<file path="src/rtl/buzzer_pkg.sv">
// Shared types and helpers for the buzzer scheduler: source ids, FSM states,
// fixed-priority encoding (ALARM > FAIL > OK > KEY) and per-source bit masks.
package buzzer_pkg;

  typedef enum logic [2:0] {
    SRC_NONE  = 3'd0,
    SRC_KEY   = 3'd1,
    SRC_OK    = 3'd2,
    SRC_FAIL  = 3'd3,
    SRC_ALARM = 3'd4
  } src_t;

  typedef enum logic [1:0] {
    ST_IDLE = 2'd0,
    ST_TONE = 2'd1,
    ST_GAP  = 2'd2
  } state_t;

  localparam int NUM_SRC = 4;

  // Request vector bit order: [3]=ALARM [2]=FAIL [1]=OK [0]=KEY
  function automatic src_t prio_encode(input logic [NUM_SRC-1:0] req);
    if (req[3])      return SRC_ALARM;
    else if (req[2]) return SRC_FAIL;
    else if (req[1]) return SRC_OK;
    else if (req[0]) return SRC_KEY;
    else             return SRC_NONE;
  endfunction

  function automatic logic [NUM_SRC-1:0] src_bit(input src_t s);
    case (s)
      SRC_KEY:   return 4'b0001;
      SRC_OK:    return 4'b0010;
      SRC_FAIL:  return 4'b0100;
      SRC_ALARM: return 4'b1000;
      default:   return 4'b0000;
    endcase
  endfunction

  // Bits of every source strictly below s in priority.
  function automatic logic [NUM_SRC-1:0] lower_mask(input src_t s);
    case (s)
      SRC_OK:    return 4'b0001;
      SRC_FAIL:  return 4'b0011;
      SRC_ALARM: return 4'b0111;
      default:   return 4'b0000;
    endcase
  endfunction

  function automatic int unsigned umax(input int unsigned a, input int unsigned b);
    return (a > b) ? a : b;
  endfunction

endpackage

</file>
<file path="src/rtl/buzzer_tone_gen.sv">
// Half-period divider: phase toggles every `half` enabled cycles; restart
// forces phase high and reloads the count so every burst starts on a high level.
module buzzer_tone_gen #(
  parameter int CW = 8
) (
  input  logic          clk,
  input  logic          rst,
  input  logic          restart,
  input  logic          en,
  input  logic [CW-1:0] half,
  output logic          phase
);

  localparam logic [CW-1:0] ONE = CW'(1);

  logic [CW-1:0] hcnt;

  always_ff @(posedge clk) begin
    if (rst) begin
      phase <= 1'b0;
      hcnt  <= '0;
    end else if (restart) begin
      phase <= 1'b1;
      hcnt  <= ONE;
    end else if (en) begin
      if (hcnt >= half) begin
        phase <= ~phase;
        hcnt  <= ONE;
      end else begin
        hcnt  <= hcnt + ONE;
      end
    end
  end

endmodule

</file>
<file path="src/rtl/buzzer_scheduler.sv">
// Shares one piezo buzzer among key/ok/fail/alarm sources with fixed-priority
// preemption. Define BUZZER_QUEUE_EN to queue lower-priority requests (one pending bit per source).
module buzzer_scheduler
  import buzzer_pkg::*;
#(
  parameter int unsigned KEY_HALF   = 50000,
  parameter int unsigned KEY_ON     = 10000000,
  parameter int unsigned OK_HALF    = 25000,
  parameter int unsigned OK_ON      = 30000000,
  parameter int unsigned FAIL_HALF  = 100000,
  parameter int unsigned FAIL_ON    = 5000000,
  parameter int unsigned FAIL_OFF   = 5000000,
  parameter int unsigned FAIL_REPS  = 2,
  parameter int unsigned ALARM_HALF = 12500,
  parameter int unsigned ALARM_ON   = 25000000,
  parameter int unsigned ALARM_OFF  = 25000000
) (
  input  logic       clk,
  input  logic       rst,
  input  logic       req_key,
  input  logic       req_ok,
  input  logic       req_fail,
  input  logic       req_alarm,
  input  logic       alarm_clr,
  output logic       buzzer,
  output logic       busy,
  output logic [2:0] active_src,
  output logic       done
);

  localparam int unsigned MAX_P =
    umax(umax(umax(KEY_HALF, KEY_ON), umax(OK_HALF, OK_ON)),
         umax(umax(umax(FAIL_HALF, FAIL_ON), umax(FAIL_OFF, FAIL_REPS)),
              umax(ALARM_HALF, umax(ALARM_ON, ALARM_OFF))));
  localparam int CW = $clog2(MAX_P) + 1;

  localparam logic [CW-1:0] ONE     = CW'(1);
  localparam logic [CW-1:0] K_HALF  = CW'(KEY_HALF);
  localparam logic [CW-1:0] K_ON    = CW'(KEY_ON);
  localparam logic [CW-1:0] O_HALF  = CW'(OK_HALF);
  localparam logic [CW-1:0] O_ON    = CW'(OK_ON);
  localparam logic [CW-1:0] F_HALF  = CW'(FAIL_HALF);
  localparam logic [CW-1:0] F_ON    = CW'(FAIL_ON);
  localparam logic [CW-1:0] F_OFF   = CW'(FAIL_OFF);
  localparam logic [CW-1:0] F_REPS  = CW'(FAIL_REPS);
  localparam logic [CW-1:0] A_HALF  = CW'(ALARM_HALF);
  localparam logic [CW-1:0] A_ON    = CW'(ALARM_ON);
  localparam logic [CW-1:0] A_OFF   = CW'(ALARM_OFF);

  state_t        state, state_n;
  src_t          src, src_n, win;
  logic [CW-1:0] cnt, cnt_n, burst, burst_n;
  logic [CW-1:0] half_c, on_c, off_c;
  logic [3:0]    req_v, cand;
  logic          done_n, restart, more, tone_en, phase;

  // A simultaneous clear suppresses the alarm request.
  assign req_v = {req_alarm & ~alarm_clr, req_fail, req_ok, req_key};

`ifdef BUZZER_QUEUE_EN
  logic [3:0] pend, pend_n;

  assign cand   = (state == ST_IDLE) ? (req_v | pend) : req_v;
  assign pend_n = (pend | (req_v & lower_mask(src_n))) & ~src_bit(src_n);

  always_ff @(posedge clk) begin
    if (rst) pend <= '0;
    else     pend <= pend_n;
  end
`else
  assign cand = req_v;
`endif

  always_comb begin
    half_c = K_HALF;
    on_c   = K_ON;
    off_c  = ONE;
    case (src)
      SRC_OK:    begin half_c = O_HALF; on_c = O_ON; end
      SRC_FAIL:  begin half_c = F_HALF; on_c = F_ON; off_c = F_OFF; end
      SRC_ALARM: begin half_c = A_HALF; on_c = A_ON; off_c = A_OFF; end
      default:   ;
    endcase
  end

  assign more = (src == SRC_ALARM) || ((src == SRC_FAIL) && (burst < F_REPS));
  assign win  = prio_encode(cand);

  always_comb begin
    state_n = state;
    src_n   = src;
    cnt_n   = cnt;
    burst_n = burst;
    done_n  = 1'b0;
    restart = 1'b0;
    if ((state != ST_IDLE) && (src == SRC_ALARM) && alarm_clr) begin
      state_n = ST_IDLE;
      src_n   = SRC_NONE;
      cnt_n   = '0;
      burst_n = '0;
      done_n  = 1'b1;
    end else if ((win != SRC_NONE) && ((state == ST_IDLE) || (win >= src))) begin
      // New, preempting or same-source request: start from the first burst.
      state_n = ST_TONE;
      src_n   = win;
      cnt_n   = ONE;
      burst_n = ONE;
      restart = 1'b1;
    end else begin
      case (state)
        ST_TONE: begin
          if (cnt >= on_c) begin
            cnt_n = ONE;
            if (more) begin
              state_n = ST_GAP;
            end else begin
              state_n = ST_IDLE;
              src_n   = SRC_NONE;
              cnt_n   = '0;
              burst_n = '0;
              done_n  = 1'b1;
            end
          end else begin
            cnt_n = cnt + ONE;
          end
        end
        ST_GAP: begin
          if (cnt >= off_c) begin
            state_n = ST_TONE;
            cnt_n   = ONE;
            restart = 1'b1;
            if (burst < F_REPS) burst_n = burst + ONE;
          end else begin
            cnt_n = cnt + ONE;
          end
        end
        default: ;
      endcase
    end
  end

  always_ff @(posedge clk) begin
    if (rst) begin
      state <= ST_IDLE;
      src   <= SRC_NONE;
      cnt   <= '0;
      burst <= '0;
      done  <= 1'b0;
    end else begin
      state <= state_n;
      src   <= src_n;
      cnt   <= cnt_n;
      burst <= burst_n;
      done  <= done_n;
    end
  end

  assign tone_en = (state == ST_TONE);

  buzzer_tone_gen #(.CW(CW)) u_tone (
    .clk     (clk),
    .rst     (rst),
    .restart (restart),
    .en      (tone_en),
    .half    (half_c),
    .phase   (phase)
  );

  assign buzzer     = tone_en & phase;
  assign busy       = (state != ST_IDLE);
  assign active_src = src;

endmodule

</file>
<file path="config.mk">
export PLATFORM = sky130hd
export DESIGN_NAME = buzzer_scheduler
export DESIGN_NICKNAME = d
export VERILOG_FILES = /design/src/rtl/buzzer_pkg.sv /design/src/rtl/buzzer_tone_gen.sv /design/src/rtl/buzzer_scheduler.sv
export SDC_FILE = /design/constraint.sdc
export NUM_CORES = 1
export LEC_CHECK = 0
export BUFFER_PORTS_ARGS = -buffer_cell sky130_fd_sc_hd__buf_2
export CORE_ASPECT_RATIO = 1.2
export CORE_MARGIN = 1.5
export CORE_UTILIZATION = 25
export DETAILED_ROUTE_END_ITERATION = 8
export PLACE_DENSITY_LB_ADDON = 0.08
export SYNTH_ARGS = -nofsm -noshare
export SYNTH_HDL_FRONTEND = slang
export SYNTH_HIERARCHICAL = 1
export SYNTH_SLANG_ARGS = --single-unit
</file>
<file path="constraint.sdc">
create_clock -name clk -period 4.3 [get_ports clk]
set_input_delay 0.86 -clock clk [delete_from_list [all_inputs] [get_ports clk]]
set_output_delay 0.86 -clock clk [all_outputs]
set_load 0.02 [all_outputs]
</file>
# == Word level (Yosys, flattened, before mapping) ==
# Index checks and enable logic that the tools add are counted.
# classes
n_addsub,3
n_lt_le_gt_ge,5
muxes,42
n_reduce_logical,24
bitwise_logic,4
eq_ne,14
# ops
op,n
2-to-1 mux 26 bit,7
one-hot mux 26 bit (2 select lines),2
"adder 26 x 1 -> 26 bit, second input constant",3
one-hot mux 25 bit (3 select lines),1
greater-or-equal comparator 26 bit,2
one-hot mux 17 bit (3 select lines),1
one-hot mux 25 bit (2 select lines),1
greater-or-equal comparator 26 x 17 -> 1 bit,1
"< comparator 26 x 2 -> 1 bit, second input constant",1
2-to-1 mux 1 bit,19
2-to-1 mux 3 bit,5
nonzero test 2 bit,6
2-to-1 mux 2 bit,5
AND reduction 5 bit,2
AND reduction 3 bit,3
"== test 3 x 2 -> 1 bit, second input constant",2
"inequality test 2 bit, second input constant",3
"inequality test 3 bit, second input constant",2
nonzero test 3 bit,2
logical AND 1 bit,4
"inequality test 2 x 1 -> 1 bit, second input constant",2
one-hot mux 2 bit (2 select lines),1
OR reduction 2 bit,2
"== test 3 bit, second input constant",1
other kinds (11),14
# word_totals
out_inout_bits,6
elab_cells,103
reg_bits,85
input_bits,7

# == Logic depth before layout (Yosys ltp) ==
# depth
ltp_word,11
depth_mapped,16
mapped_depth_nobuf,15

# == Modules after synthesis ==
# Netlist, hierarchy kept.
# modules_own_cells
module,area_per_inst_um2,seq_area_each_um2,instances,cells_each
buzzer_scheduler,3699.8,1161.1,1,432
buzzer_tone_gen,2024.4,540.5,1,247

# == Least setup slack after synthesis ==
# OpenSTA, ideal clock, no wires.
# synth_timing
kind,register to register
from,register src[2] (netlist: active_src[2])
to,register u_tone.hcnt[14]
n_path_buf,3
setup_slack_ns,0.233
arrival_time_ns,3.933
stages_incl_launch_ff,17
setup_time_ns,0.134
t_required_ns,4.166
period_less_slack_ns,4.067
path_cell_list,dfxtp_1 > inv_1 > or3_1 > clkbuf_1 > nand2_1 > inv_1 > ha_1 > nand4b_1 > or4b_4 > a311o_1 > nand3_1 > a21oi_1 > nor2_1 > or2_2 > buf_1 > clkbuf_1 > nor3_1
# synth_via
elab_chain_len,8
word_cells_on_any_way,18
cone_classes,order compare: 3; eq/ne: 3; mux: 7; reduce/logical: 5
# synth_lines
item,line,source
start: declaration,buzzer_scheduler.sv:51,"src_t src, src_n, win;"
start signal: assignment,buzzer_scheduler.sv:151,src <= src_n;
== test 3 bit / == test 3 x 2 -> 1 bit (equally long branches),"buzzer_scheduler.sv:78, buzzer_scheduler.sv:96",
one-hot mux 25 bit (2 select lines),buzzer_scheduler.sv:78,case (src)
greater-or-equal comparator 26 bit,buzzer_scheduler.sv:128,if (cnt >= off_c) begin
2-to-1 mux 1 bit,buzzer_scheduler.sv:128,
2-to-1 mux 1 bit,buzzer_scheduler.sv:110,case (state)
2-to-1 mux 1 bit,buzzer_scheduler.sv:102,end else if ((win != SRC_NONE) && ((state == ST_IDLE) || (win >= src))) begin
2-to-1 mux 1 bit (*),buzzer_scheduler.sv:96,if ((state != ST_IDLE) && (src == SRC_ALARM) && alarm_clr) begin
net restart,buzzer_scheduler.sv:55,"logic done_n, restart, more, tone_en, phase;"
OR reduction 2 bit (no line) (*),--,
end signal: assignment,buzzer_tone_gen.sv:30,hcnt <= hcnt + ONE;
end: declaration,buzzer_tone_gen.sv:16,logic [CW-1:0] hcnt;
# Mark *: on every way through the listed nets, which the timed path passes. The rest lies on a longest branch.
# A chain may end at the register's enable or synchronous reset.

# == Final worst setup path ==
# layout_timing
from,register src[2] (netlist: active_src[2])
to,register src[1] (netlist: active_src[1])
# layout_via
elab_chain_len,5
word_cells_on_any_way,18
cone_classes,order compare: 2; eq/ne: 4; mux: 2; reduce/logical: 10
# layout_lines
item,line,source
"== test 3 bit, or another cell as far along","buzzer_scheduler.sv:78, buzzer_scheduler.sv:86, buzzer_scheduler.sv:96",
"one-hot mux 25 bit (3 select lines), or another cell as far along",buzzer_scheduler.sv:78,
"greater-or-equal comparator 26 bit, or another cell as far along",buzzer_scheduler.sv:112,if (cnt >= on_c) begin
nonzero test 2 bit (no line) / inequality test 2 x 1 -> 1 bit (equally long branches),--,
AND reduction 3 bit (no line),--,
# Several ways; a longest one is shown, not always the timed one.

==> flow_summary.html <==
<table>
<tr><th>Metric</th><th>Value</th></tr>
<tr><th colspan="2">Status</th></tr>
<tr><td>Result of the run</td><td>finished clean</td></tr>
<tr><th colspan="2">Detailed routing</th></tr>
<tr><td>Post-detailed-route count of antenna-violating nets</td><td>0</td></tr>
<tr><td>Total DRC errors in the routed layout</td><td>0</td></tr>
<tr><td>Total wire length after detailed routing</td><td>15300 um</td></tr>
<tr><td>Routed length per placed instance</td><td>15.6 um</td></tr>
<tr><td>Total via count in the routed design</td><td>4766</td></tr>
<tr><td>Starting DRT DRC Count</td><td>203</td></tr>
<tr><td>Via-to-Cell Ratio</td><td>4.86</td></tr>
<tr><td>DRT Pass-1 Iters</td><td>4</td></tr>
<tr><th colspan="2">Layout</th></tr>
<tr><td>Final std cell area, no fill</td><td>6440 um^2</td></tr>
<tr><td>Area growth syn-to-layout</td><td>12.6%</td></tr>
<tr><td>Net count of the finished layout</td><td>770</td></tr>
<tr><td>Fill cell instance count of the final layout</td><td>2390</td></tr>
<tr><td>Share of post-route cells with drive strength above 1</td><td>0.101</td></tr>
<tr><td>Total inserted antenna cells</td><td>0</td></tr>
<tr><td>Multi-input logic area</td><td>3700 um^2</td></tr>
<tr><td>Register area</td><td>1700 um^2</td></tr>
<tr><th colspan="2">Worst setup path</th></tr>
<tr><td>Buf+Inv Stages, Crit Path</td><td>3</td></tr>
<tr><td>Crit. End Element</td><td>flip-flop</td></tr>
<tr><td>Crit Path Max Fanout</td><td>12</td></tr>
<tr><td>Top cell by count, worst path</td><td>sky130_fd_sc_hd__inv_1</td></tr>
<tr><td>Worst Reg-to-Reg Cells</td><td>13</td></tr>
<tr><td>Cell breakdown of the critical path</td><td>inv_1 -&gt; or3_1 -&gt; buf_4 -&gt; o21ai_0 -&gt; inv_1 -&gt; ha_1 -&gt; nand3_1 -&gt; nor3b_1 -&gt; o2111ai_1 -&gt; a21o_1 -&gt; a211oi_1 -&gt; nor2_1 -&gt; a32o_1</td></tr>
<tr><td>Data arrival time of the worst path</td><td>4.23 ns</td></tr>
<tr><td>Register-to-register setup slack</td><td>0.31 ns</td></tr>
<tr><td>Dominant delay contributor by cell family on the critical path</td><td>compound AO/OA/AOI/OAI gates</td></tr>
<tr><td>Critical path's slowest cell</td><td>sky130_fd_sc_hd__a211oi_1</td></tr>
<tr><td>Instance count on the critical path</td><td>13</td></tr>
<tr><td>Crit start category</td><td>flip-flop</td></tr>
<tr><td>Required @ worst endpoint</td><td>4.55 ns</td></tr>
<tr><td>Crit Path Class</td><td>flip-flop to flip-flop</td></tr>
<tr><td>Worst reg2reg endpoint</td><td>active_src[1]</td></tr>
<tr><td>Critical path's largest stage delay</td><td>0.54 ns</td></tr>
<tr><td>Worst setup startpoint</td><td>active_src[2]</td></tr>
<tr><td>Launch point of the worst reg-to-reg path</td><td>active_src[2]</td></tr>
<tr><td>Critical path destination</td><td>active_src[1]</td></tr>
<tr><th colspan="2">Place</th></tr>
<tr><td>Detailed placement HPWL</td><td>11700 um</td></tr>
<tr><td>Number of buffers inserted by port buffering</td><td>12</td></tr>
<tr><td>Final RePlAce weighted congestion</td><td>0.861</td></tr>
<tr><td>Area of placed instances</td><td>6090 um^2</td></tr>
<tr><th colspan="2">Die</th></tr>
<tr><td>Chip height</td><td>169 um</td></tr>
<tr><td>Horizontal extent of the die</td><td>141 um</td></tr>
<tr><td>I/O pins</td><td>13</td></tr>
<tr><td>Site Rows</td><td>60</td></tr>
<tr><td>Area of the die</td><td>23800 um^2</td></tr>
<tr><td>Effective utilization at floorplan</td><td>0.255</td></tr>
<tr><td>Placeable core region</td><td>22400 um^2</td></tr>
<tr><th colspan="2">Pwr</th></tr>
<tr><td>Combinational Power Share</td><td>0.153</td></tr>
<tr><td>P_sw</td><td>0.565 mW</td></tr>
<tr><td>Net switching fraction of the power</td><td>0.274</td></tr>
<tr><td>Clock group share of total power</td><td>0.452</td></tr>
<tr><td>Share of power burned in registers</td><td>0.395</td></tr>
<tr><td>Design internal power</td><td>1.50 mW</td></tr>
<tr><td>Leakage power total</td><td>2.49 nW</td></tr>
<tr><td>Power density over cell area</td><td>320 nW/um^2</td></tr>
<tr><td>Peak VDD IR</td><td>0.175 mV</td></tr>
<tr><th colspan="2">Global route</th></tr>
<tr><td>Number of antenna violations at the first check in global routing</td><td>0</td></tr>
<tr><td>Total congestion overflow</td><td>0</td></tr>
<tr><td>Wire length of the first global-routing pass</td><td>24800 um</td></tr>
<tr><td>Via count of the first global-routing pass</td><td>4790</td></tr>
<tr><td>Overall track demand over capacity in global routing</td><td>0.133</td></tr>
<tr><td>Pin count of the biggest net entering global routing</td><td>26</td></tr>
<tr><th colspan="2">Logic synthesis</th></tr>
<tr><td>Number of warning messages in the yosys log</td><td>6</td></tr>
<tr><td>Number of cells produced by synthesis</td><td>679</td></tr>
<tr><td>Average cell area after synthesis</td><td>8.43 um^2</td></tr>
<tr><td>Netlist cell types</td><td>88</td></tr>
<tr><td>Fraction of synthesis flops using an asynchronous set or reset pin</td><td>0</td></tr>
<tr><td>Post-synth EDFFs</td><td>0</td></tr>
<tr><td>Total standard cell area after synthesis</td><td>5720 um^2</td></tr>
<tr><td>Proportion of synthesized chip area in sequential cells</td><td>0.297</td></tr>
<tr><td>Primary FF master, synth</td><td>sky130_fd_sc_hd__dfxtp_1</td></tr>
<tr><td>Synthesis-stage register bit count</td><td>85</td></tr>
<tr><th colspan="2">STA</th></tr>
<tr><td>Actual slew at the worst max-slew pin</td><td>0.640 ns</td></tr>
<tr><td>Number of pins exceeding their max-slew limit in the final report</td><td>0</td></tr>
<tr><td>Setup repair after global routing missed its margin</td><td>false</td></tr>
<tr><td>Time the final worst path needs with I/O delays and setup</td><td>3.99 ns</td></tr>
<tr><td>Count of endpoints failing setup in the final report</td><td>0</td></tr>
<tr><td>Post-route setup TNS</td><td>0 ns</td></tr>
<tr><td>Slew margin rel.</td><td>0.571</td></tr>
<tr><td>Hold Violations, Final</td><td>0</td></tr>
<tr><td>Clock Skew</td><td>0.00944 ns</td></tr>
<tr><td>Maximum frequency from static timing analysis</td><td>251 MHz</td></tr>
<tr><td>Period utilization</td><td>0.927</td></tr>
<tr><th colspan="2">Clocking</th></tr>
<tr><td>Clock latency on the worst-skew pair</td><td>0.35 ns</td></tr>
<tr><td>Hold-fix buffers, CTS</td><td>0</td></tr>
<tr><td>Maximum buffer depth of the clock tree</td><td>2</td></tr>
<tr><td>Number of setup buffers added after CTS</td><td>0</td></tr>
<tr><td>CTS H-tree depth</td><td>3</td></tr>
<tr><td>Resized Gates After CTS</td><td>0</td></tr>
<tr><td>CTS Buf Count</td><td>9</td></tr>
<tr><td>Clock Tree Root</td><td>sky130_fd_sc_hd__clkbuf_16</td></tr>
<tr><td>CTS clock-pin slew for the worst setup and hold paths</td><td>0.07 ns</td></tr>
<tr><td>CTS tree</td><td>done</td></tr>
<tr><td>Clock net sink count</td><td>85</td></tr>
<tr><th colspan="2">Worst hold path</th></tr>
<tr><td>Hold Path Class</td><td>flip-flop to flip-flop</td></tr>
<tr><td>Start point of the worst min-delay path</td><td>burst[25]</td></tr>
<tr><th colspan="2">Flow run</th></tr>
<tr><td>Max-Cap Viols</td><td>0</td></tr>
</table>
-- worst reg2reg max path, cell delays in order, from the launching register on --
cell	delay, ns
sky130_fd_sc_hd__dfxtp_1	0.36
sky130_fd_sc_hd__inv_1	0.09
sky130_fd_sc_hd__or3_1	0.39
sky130_fd_sc_hd__buf_4	0.21
sky130_fd_sc_hd__o21ai_0	0.25
sky130_fd_sc_hd__inv_1	0.17
sky130_fd_sc_hd__ha_1	0.33
sky130_fd_sc_hd__nand3_1	0.09
sky130_fd_sc_hd__nor3b_1	0.44
sky130_fd_sc_hd__o2111ai_1	0.34
sky130_fd_sc_hd__a21o_1	0.27
sky130_fd_sc_hd__a211oi_1	0.54
sky130_fd_sc_hd__nor2_1	0.16
sky130_fd_sc_hd__a32o_1	0.24
-- routing by layer --
metal / GRT usage / wire [um] / vias to the layer above
met5: 0 / 0 / -
met4: 0.0489 / 280 / 0
met3: 0.0226 / 330 / 19
met2: 0.245 / 7940 / 53
met1: 0.152 / 6730 / 2257
li1: - / - / 2437
-- final cells by class --
type                       count  share of cell area
timing repair buffer          18              0.0163
clock inverter                 5              0.0167
tap                          279              0.0542
sequential                    85               0.264
multi-input combinational    519               0.574
inverter                      64              0.0373
clock buffer                  11              0.0377
-- kinds of logic after synthesis --
group	after synthesis	share of synthesized area
adder cells (fa/ha/maj)	68	0.148
AO/OA/AOI/OAI	110	0.143
flip-flops	85	0.297
other	1	0.000655
AND/OR/NAND/NOR	281	0.273
buffers and inverters	86	0.0645
XOR/XNOR	48	0.0734
-- worst min path at each step --
stage | end | slack [ns] | cells after the start
finish | burst[25] | 0.43 | 2
global placement | burst[25] | 0.43 | 2
detailed placement | burst[25] | 0.42 | 2
CTS | burst[25] | 0.43 | 2
floorplan | burst[25] | 0.41 | 2
global route | burst[25] | 0.45 | 2
-- power by group through the flow --
stage               Combinational, mW  Clock (mW)  Sequential, mW
floorplan                       0.224           0           0.830
global placement                0.315           0           0.831
detailed placement              0.319           0           0.832
CTS                             0.321       0.968           0.814
global route                    0.358       0.993           0.815
finish                          0.316       0.931           0.813
-- cell usage in the layout (no fill, tap or decap), types with 7 or more instances in the layout --
| master | instances |
|---|---|
| sky130_fd_sc_hd__a21oi_1 | 27 |
| sky130_fd_sc_hd__and2_1 | 9 |
| sky130_fd_sc_hd__and3_1 | 18 |
| sky130_fd_sc_hd__buf_2 | 12 |
| sky130_fd_sc_hd__clkbuf_16 | 9 |
| sky130_fd_sc_hd__conb_1 | 12 |
| sky130_fd_sc_hd__dfxtp_1 | 85 |
| sky130_fd_sc_hd__ha_1 | 66 |
| sky130_fd_sc_hd__inv_1 | 63 |
| sky130_fd_sc_hd__nand2_1 | 45 |
| sky130_fd_sc_hd__nand2b_1 | 7 |
| sky130_fd_sc_hd__nand3_1 | 24 |
| sky130_fd_sc_hd__nand4_1 | 22 |
| sky130_fd_sc_hd__nor2_1 | 72 |
| sky130_fd_sc_hd__nor3_1 | 25 |
| sky130_fd_sc_hd__nor3_2 | 8 |
| sky130_fd_sc_hd__nor4_1 | 12 |
| sky130_fd_sc_hd__o21ai_0 | 17 |
| sky130_fd_sc_hd__xnor2_1 | 20 |
| sky130_fd_sc_hd__xor2_1 | 28 |
-- per-stage QoR --
stage               hold WS [ns]   util  cells  total power, mW  setup slack (ns)
floorplan                  0.409      -    690             1.05             0.233
global placement           0.426  0.271    965             1.15             0.258
detailed placement         0.420  0.271    965             1.15             0.208
CTS                        0.430  0.287    981             2.10             0.193
global route               0.450  0.287    981             2.17            0.0474
finish                     0.433  0.287    981             2.06             0.314
-- flip-flops by register name, indices dropped and copies added (netlist names) --
name,cells
burst,26
u_tone/phase,1
done,1
active_src,3
state,2
cnt,26
u_tone/hcnt,26
-- cell usage after synthesis, types with 3 or more instances --
master                     instances  area share
sky130_fd_sc_hd__o21ai_0          17       0.015
sky130_fd_sc_hd__or2_2             3      0.0033
sky130_fd_sc_hd__nand4_1          22       0.024
sky130_fd_sc_hd__xor2_1           28       0.043
sky130_fd_sc_hd__nor3_2            8       0.014
sky130_fd_sc_hd__nand3_1          24       0.021
sky130_fd_sc_hd__nand2b_1          7      0.0076
sky130_fd_sc_hd__nor3_1           25       0.022
sky130_fd_sc_hd__buf_6             4      0.0079
sky130_fd_sc_hd__a21oi_1          27       0.024
sky130_fd_sc_hd__nand2_1          45       0.030
sky130_fd_sc_hd__buf_2             6      0.0052
sky130_fd_sc_hd__nand4b_1          4      0.0061
sky130_fd_sc_hd__nor4_1           12       0.013
sky130_fd_sc_hd__and2_1            9      0.0098
sky130_fd_sc_hd__nor2_1           72       0.047
sky130_fd_sc_hd__a211oi_1          5      0.0066
sky130_fd_sc_hd__and4_1            5      0.0076
sky130_fd_sc_hd__inv_1            63       0.041
sky130_fd_sc_hd__a211o_1           4      0.0061
sky130_fd_sc_hd__o21a_1            5      0.0066
sky130_fd_sc_hd__nand3b_1          3      0.0039
sky130_fd_sc_hd__ha_1             66        0.14
sky130_fd_sc_hd__dfxtp_1          85        0.30
sky130_fd_sc_hd__a21o_1            6      0.0079
sky130_fd_sc_hd__or3_1             4      0.0044
sky130_fd_sc_hd__and3_1           18       0.020
sky130_fd_sc_hd__clkbuf_1          8      0.0052
sky130_fd_sc_hd__a31oi_1           5      0.0055
sky130_fd_sc_hd__xnor2_1          20       0.031
sky130_fd_sc_hd__a41oi_1           4      0.0061
(Power assumes the default switching activity.)
